<file path="src/rtl/neokeon_pkg.sv">
// rtl/neokeon_pkg.sv - shared constants and types for the Neokeon Gamma datapath
package neokeon_pkg;

  localparam int WORD_W_DEF = 32;
  localparam int STATE_W    = 4 * WORD_W_DEF;

  // Word index within the state vector; a0 sits in the MSBs.
  localparam int A0 = 0;
  localparam int A1 = 1;
  localparam int A2 = 2;
  localparam int A3 = 3;

  localparam logic [STATE_W-1:0] GAMMA_ZERO_IN  = '0;
  localparam logic [STATE_W-1:0] GAMMA_ZERO_OUT = {{(3*WORD_W_DEF){1'b1}}, {WORD_W_DEF{1'b0}}};

  typedef enum logic [1:0] {
    ST_IDLE,
    ST_NL1,
    ST_NL2,
    ST_HOLD
  } gamma_state_e;

endpackage

</file>
<file path="src/rtl/neokeon_gamma_nl.sv">
// rtl/neokeon_gamma_nl.sv - combinational Neokeon Gamma nonlinear step
module neokeon_gamma_nl
  import neokeon_pkg::*;
#(
  parameter int WORD_W = WORD_W_DEF
) (
  input  logic [4*WORD_W-1:0] din,
  output logic [4*WORD_W-1:0] dout
);

  localparam int L0 = (3 - A0) * WORD_W;
  localparam int L1 = (3 - A1) * WORD_W;
  localparam int L2 = (3 - A2) * WORD_W;
  localparam int L3 = (3 - A3) * WORD_W;

  logic [WORD_W-1:0] a0, a1, a2, a3, a0_n, a1_n;

  assign a0 = din[L0 +: WORD_W];
  assign a1 = din[L1 +: WORD_W];
  assign a2 = din[L2 +: WORD_W];
  assign a3 = din[L3 +: WORD_W];

  // a0 update uses the already-updated a1
  assign a1_n = a1 ^ (~a3 & ~a2);
  assign a0_n = a0 ^ (a2 & a1_n);

  assign dout = {a0_n, a1_n, a2, a3};

endmodule

</file>
<file path="src/rtl/neokeon_gamma_pipe.sv">
// rtl/neokeon_gamma_pipe.sv - back-pressurable Neokeon Gamma; NEOKEON_GAMMA_AREA_EN selects the iterative build
module neokeon_gamma_pipe
  import neokeon_pkg::*;
#(
  parameter int WORD_W = WORD_W_DEF,
  parameter int STAGES = 2
) (
  input  logic                clk,
  input  logic                rst,
  input  logic                inValid,
  output logic                inReady,
  input  logic [4*WORD_W-1:0] inDataState,
  output logic                outValid,
  input  logic                outReady,
  output logic [4*WORD_W-1:0] outDataState,
  output logic                busy
);

  localparam int SW = 4 * WORD_W;
  localparam int L0 = (3 - A0) * WORD_W;
  localparam int L1 = (3 - A1) * WORD_W;
  localparam int L2 = (3 - A2) * WORD_W;
  localparam int L3 = (3 - A3) * WORD_W;

  generate
    if (STAGES < 1 || STAGES > 3) begin : g_bad_stages
      $error("neokeon_gamma_pipe: STAGES must be in 1..3");
    end
  endgenerate

  // Linear mix: swap a0/a3, then fold every word into a2.
  logic [SW-1:0]     lin_in, lin_out;
  logic [WORD_W-1:0] l0, l1, l2, l3;

  assign l0 = lin_in[L0 +: WORD_W];
  assign l1 = lin_in[L1 +: WORD_W];
  assign l2 = lin_in[L2 +: WORD_W];
  assign l3 = lin_in[L3 +: WORD_W];
  assign lin_out = {l3, l1, l2 ^ l3 ^ l1 ^ l0, l0};

`ifdef NEOKEON_GAMMA_AREA_EN

  gamma_state_e  state_q, state_d;
  logic [SW-1:0] work_q, nl_out;
  logic          load_in, load_nl1, load_nl2;

  neokeon_gamma_nl #(.WORD_W(WORD_W)) u_nl (.din(work_q), .dout(nl_out));

  assign lin_in       = nl_out;
  assign outDataState = work_q;

  always_ff @(posedge clk) begin
    if (rst) begin
      state_q <= ST_IDLE;
    end else begin
      state_q <= state_d;
    end
  end

  always_comb begin
    state_d  = state_q;
    inReady  = 1'b0;
    outValid = 1'b0;
    busy     = 1'b1;
    load_in  = 1'b0;
    load_nl1 = 1'b0;
    load_nl2 = 1'b0;
    case (state_q)
      ST_IDLE: begin
        inReady = 1'b1;
        busy    = 1'b0;
        if (inValid) begin
          load_in = 1'b1;
          state_d = ST_NL1;
        end
      end
      ST_NL1: begin
        load_nl1 = 1'b1;
        state_d  = ST_NL2;
      end
      ST_NL2: begin
        load_nl2 = 1'b1;
        state_d  = ST_HOLD;
      end
      ST_HOLD: begin
        outValid = 1'b1;
        if (outReady) state_d = ST_IDLE;
      end
      default: state_d = ST_IDLE;
    endcase
  end

  always_ff @(posedge clk) begin
    if (rst) begin
      work_q <= '0;
    end else if (load_in) begin
      work_q <= inDataState;
    end else if (load_nl1) begin
      work_q <= lin_out;
    end else if (load_nl2) begin
      work_q <= nl_out;
    end
  end

`else

  logic [SW-1:0]              nl_a_out, nl_b_in, nl_b_out;
  logic [STAGES-1:0][SW-1:0]  stage_d, stage_nxt;
  logic [STAGES-1:0]          stage_v;
  logic [STAGES:0]            rdy, vchain;

  neokeon_gamma_nl #(.WORD_W(WORD_W)) u_nl_a (.din(inDataState), .dout(nl_a_out));
  neokeon_gamma_nl #(.WORD_W(WORD_W)) u_nl_b (.din(nl_b_in),     .dout(nl_b_out));

  // Where the register cuts fall between NL, linear and NL.
  generate
    if (STAGES == 1) begin : g_map1
      assign lin_in       = nl_a_out;
      assign nl_b_in      = lin_out;
      assign stage_nxt[0] = nl_b_out;
    end else if (STAGES == 2) begin : g_map2
      assign lin_in       = nl_a_out;
      assign stage_nxt[0] = lin_out;
      assign nl_b_in      = stage_d[0];
      assign stage_nxt[1] = nl_b_out;
    end else begin : g_map3
      assign stage_nxt[0] = nl_a_out;
      assign lin_in       = stage_d[0];
      assign stage_nxt[1] = lin_out;
      assign nl_b_in      = stage_d[1];
      assign stage_nxt[2] = nl_b_out;
    end
  endgenerate

  assign vchain = {stage_v, inValid};

  // A stage can take new data when empty or when everything downstream drains.
  always_comb begin
    rdy         = '0;
    rdy[STAGES] = outReady;
    for (int k = STAGES - 1; k >= 0; k--) begin
      rdy[k] = ~stage_v[k] | rdy[k+1];
    end
  end

  always_ff @(posedge clk) begin
    if (rst) begin
      stage_v            <= '0;
      stage_d[STAGES-1]  <= '0;
    end else begin
      for (int k = 0; k < STAGES; k++) begin
        if (rdy[k]) begin
          stage_v[k] <= vchain[k];
          if (vchain[k]) stage_d[k] <= stage_nxt[k];
        end
      end
    end
  end

  assign inReady      = rdy[0];
  assign outValid     = stage_v[STAGES-1];
  assign outDataState = stage_d[STAGES-1];
  assign busy         = |stage_v;

`endif

endmodule

</file>
<file path="config.mk">
export PLATFORM = sky130hd
export DESIGN_NAME = neokeon_gamma_pipe
export DESIGN_NICKNAME = d
export VERILOG_FILES = /design/src/rtl/neokeon_pkg.sv /design/src/rtl/neokeon_gamma_nl.sv /design/src/rtl/neokeon_gamma_pipe.sv
export SDC_FILE = /design/constraint.sdc
export NUM_CORES = 1
export LEC_CHECK = 0
export ABC_AREA = 1
export CORE_ASPECT_RATIO = 2
export CORE_MARGIN = 2
export CORE_UTILIZATION = 58
export CTS_BUF_LIST = sky130_fd_sc_hd__clkbuf_4
export CTS_CLUSTER_SIZE = 25
export DETAILED_ROUTE_END_ITERATION = 8
export PLACE_DENSITY = 0.88
export SETUP_SLACK_MARGIN = 0.05
export SYNTH_ARGS = -nofsm -noshare
export SYNTH_HDL_FRONTEND = slang
export SYNTH_SLANG_ARGS = --single-unit
</file>
<file path="constraint.sdc">
create_clock -name clk -period 10.2 [get_ports clk]
set_input_delay 1.02 -clock clk [delete_from_list [all_inputs] [get_ports clk]]
set_output_delay 1.02 -clock clk [all_outputs]
set_load 0.1 [all_outputs]
</file>
[After elaboration in Yosys (flattened, before gate mapping)]
Cells that the tools add are included.
Storage, ports and cells
  bits in registers: 258
  word-level logic and storage cells: 27
Operators by class
  bitwise operators: 20
  reductions and logical operators: 3
Operators with widths (count)
  XOR 32 bit: 7
  AND 32 bit: 4
  NOT 32 bit: 4
  NOT 1 bit: 3
  AND reduction 3 bit: 1
  bitwise OR 1 bit: 2
  AND reduction 2 bit: 1
  OR reduction 2 bit: 1

[Depth between registers and ports, before layout]
  word-level depth: 6
  mapped depth: 8
  depth with buffers taken out: 8

[By module]
Synthesis repeated with hierarchy kept, for this count alone.
Second synthesis, totals
  cell total of the unflattened synthesis: 1728
  area total of the unflattened synthesis: 13912.1 µm²
Modules (own cells, without submodules)
  neokeon_gamma_pipe: instances 1, cells each 1332, area each 11314.6 µm², seq. area each 6446.2 µm²
  neokeon_gamma_nl: instances 2, cells each 198, area each 1298.7 µm², seq. area each 0.0 µm²

[Worst setup path after synthesis]
Ideal clock, no wire load.
  path type: input-to-reg
  from: in outReady
  to: reg stage_d (netlist bit nl_b_in[0]), enable pin
  setup time: 0.481 ns
  arrival time: 4.454 ns
  setup slack: 5.265 ns
  cell stages on the path: 4
  buffers on the path: 0
  path through: inv_1 > nand3_1 > nand3_1 > inv_1
Between the ends
  longest elaborated chain between the ends: 3
Ends and longest elaborated chain
  start: declaration: RTL line neokeon_gamma_pipe.sv:14  | input logic outReady,
  bitwise OR 1 bit (2 in series): RTL line neokeon_gamma_pipe.sv:142  | rdy[k] = ~stage_v[k] | rdy[k+1];
  via inReady: RTL line neokeon_gamma_pipe.sv:11  | output logic inReady,
  AND reduction 3 bit (no source line)
  end signal: indexed assignment: RTL line neokeon_gamma_pipe.sv:154  | if (vchain[k]) stage_d[k] <= stage_nxt[k];
  end: declaration: RTL line neokeon_gamma_pipe.sv:108  | logic [STAGES-1:0][SW-1:0] stage_d, stage_nxt;
The timed path passes the listed nets, and every way through them passes these cells.
A chain may end at the register's enable or synchronous reset.

[Worst setup path after layout]
  from: in outReady
  to: out inReady
Between the ends
  longest elaborated chain between the ends: 2
Ends and longest elaborated chain (RTL line)
  bitwise OR 1 bit (2 in series): neokeon_gamma_pipe.sv:142
  end: declaration: neokeon_gamma_pipe.sv:11
No other way between the ends.

==> flow_summary.json <==
{
  "grt_max_degree": 106,
  "cts.path.max_buffers": 3,
  "grtUsageMet3": 0.0465,
  "antenna_found_initial": 1,
  "cts-root-buf": "clkbuf_4",
  "syn_avg_cell_area_um2": 7.79,
  "cp.arrival_ns": 2.81,
  "grtUsageTotal": 0.237,
  "first_global_vias": 10900,
  "ctsHoldBuffers": 0,
  "first_pass_iters": 6,
  "grt_remaining_overflow": 0,
  "io_pins": 263,
  "required_ns": 9.18,
  "timing.final.ws_setup_ns": 6.37,
  "gr-usage-met2": 0.421,
  "critical_path_class": "in2out",
  "dieArea_um2": 24000,
  "synthesis.area_um2": 13100,
  "clock-sinks": 258,
  "ff_latch_area_um2": 6450,
  "clkTransAtPathRegs_ns": 0.06,
  "final_nets": 2132,
  "start_kind": "primary input",
  "period_share": 0.375,
  "syn-instance-count": 1688,
  "min_period_ns": 3.83,
  "numCtsBuffers": 54,
  "core-area_um2": 22400,
  "post-route-drc-count": 0,
  "worst_slew_pin_slew_ns": 1.06,
  "syn_to_final_growth_pct": 25.8,
  "fillers": 1705,
  "ys_ff_latch": 258,
  "syn_nets": 1852,
  "max_freq_mhz": 261,
  "cts_resized": 0,
  "drtAntennaViolNets": 0,
  "drt-total-wl_um": 29200,
  "hold_ws_ns": 0.483,
  "fin_skew_ns": 0.0293,
  "start_util": 0.586,
  "cap_violations": 0,
  "slew_headroom": 0.291,
  "yosysUniqueCellTypes": 24,
  "critPathMaxFanout": 3,
  "p_per_area_nw_per_um2": 162,
  "synth-warning-count": 0,
  "cp-end-kind": "output port",
  "dp_slack_ns": 6.04,
  "port_buffers": 262,
  "top_usage_layer": "met2",
  "tns_ns": 0,
  "yosysSeqAreaShare": 0.490,
  "multi_input_area_um2": 5650,
  "vias": 12000,
  "vias_per_cell": 5.22,
  "dr.first_iter.drc_count": 765,
  "hold_class": "reg2reg",
  "die_y_um": 217,
  "post-cts-setup-buffers": 0,
  "grtUsageMet1": 0.275,
  "insertion_delay_ns": 0.66,
  "cts_tree": "done",
  "htreeDepth": 2,
  "drive_above_1_share": 0.0477,
  "die_w_um": 110,
  "power.leakage_nw": 7.61,
  "hold_viol": 0,
  "grt_setup_unrepaired": "false",
  "ir_drop_mv": 0.114,
  "setup_viol": 0,
  "wl_per_cell_um": 12.7,
  "post-dp-hpwl_um": 21000,
  "grt_pass1_wl_um": 47900,
  "row_count": 78,
  "place_congestion": 0.849,
  "status": "finished, final reports clean",
  "slew_viol_final": 0
}
synth_stat cells:
master    count  area share
nand4_1      32       0.015
xor2_1       32       0.021
o21ai_1      56       0.021
ha_1         32       0.030
nand3_1     258       0.098
xnor2_1      32       0.021
dfxtp_1     130        0.20
buf_8         1      0.0011
clkbuf_1     12      0.0034
clkbuf_2      1     0.00038
nand2_1     385        0.11
buf_6        11      0.0094
buf_4        15      0.0086
edfxtp_1    128        0.29
buf_2         2     0.00076
inv_1       194       0.055
a21oi_1       1     0.00038
o21ai_0      73       0.028
nand2_4       1     0.00086
nand2_2       1     0.00048
or2_2         1     0.00048
nor2_1      288       0.082
inv_2         1     0.00029
inv_4         1     0.00048
kinds of logic (layout without fill, tap and decap cells):
kind of cell / count (synthesis) / in the layout / share of synthesized area
and+or+nand+nor: 966 / 966 / 0.307
AOI/OAI and AO/OA: 130 / 130 / 0.0495
adders and majority gates: 32 / 32 / 0.0304
other: 0 / 1 / 0
DFF: 258 / 258 / 0.490
buffers and inverters: 238 / 562 / 0.0798
xor gates and xnor gates: 64 / 64 / 0.0426
final timing paths:
check / from / to / slack, ns / depth (start not counted)
min reg2reg: outDataState[30]$_SDFFE_PP0P_ / outDataState[30]$_SDFFE_PP0P_ / 0.48 / 2
min: outDataState[30]$_SDFFE_PP0P_ / outDataState[30]$_SDFFE_PP0P_ / 0.48 / 2
max: outReady / inReady / 6.37 / 4
max reg2reg: stage_v[0]$_SDFFE_PP0P_ / nl_b_in[3]$_DFFE_PP_ / 7.83 / 4
final cells by class:
cell class | instances | area share
Sequential cell | 258 | 0.390
Clock buffer | 83 | 0.0377
Antenna cell | 1 | 0.000151
Inverter | 196 | 0.0449
Clock inverter | 17 | 0.00409
Multi-Input combinational cell | 1192 | 0.342
Tap cell | 280 | 0.0212
Timing Repair Buffer | 266 | 0.160
placed cells by master (no fill, tap or decap):
| cell | count |
|---|---|
| clkinv_1 | 14 |
| diode_2 | 1 |
| edfxtp_1 | 128 |
| nand2_4 | 1 |
| dfxtp_1 | 130 |
| a21oi_1 | 1 |
| nand3_1 | 258 |
| o21ai_0 | 73 |
| clkinv_2 | 4 |
| or2_2 | 1 |
| o21ai_1 | 56 |
| nor2_1 | 288 |
| nand2_1 | 385 |
| inv_4 | 2 |
| nand2_2 | 1 |
| xor2_1 | 32 |
| clkbuf_4 | 83 |
| inv_1 | 193 |
| xnor2_1 | 32 |
| ha_1 | 32 |
| nand4_1 | 32 |
| clkdlybuf4s50_1 | 262 |
| buf_4 | 4 |
power by group:
| group | leakage (nW) | switching, mW | internal, mW |
|---|---|---|---|
| sequential | 2.28 | 0.0400 | 1.17 |
| combinational | 4.91 | 0.505 | 0.217 |
| clock | 0.416 | 0.375 | 0.371 |
| total | 7.61 | 0.920 | 1.76 |
metrics by stage:
step	utilization	instance area, um^2	std cells	total power, mW
final	0.737	16500	2293	2.67
after global routing	0.737	16500	2293	2.80
after CTS	0.737	16500	2292	2.70
after detailed placement	0.706	15800	2192	1.95
after global placement	0.706	15800	2192	1.93
after floorplan	-	13100	1688	1.76
sequential cells by signal (all words and copies together) (netlist names):
name          cells
stage_v           2
nl_b_in         128
outDataState    128
layer usage:
layer  vias to the layer above  wire (um)  part of all wire
li1                       6102          -                 -
met1                      5377      11600              0.40
met2                       421      14400              0.49
met3                        71       2030             0.070
met4                         0       1090             0.037
met5                         -          0                 0
critical path: stages:
cell             delay, ns
clkdlybuf4s50_1       0.46
inv_1                 0.06
nand3_1               0.11
clkdlybuf4s50_1       1.15
(Power assumes the default switching activity.)
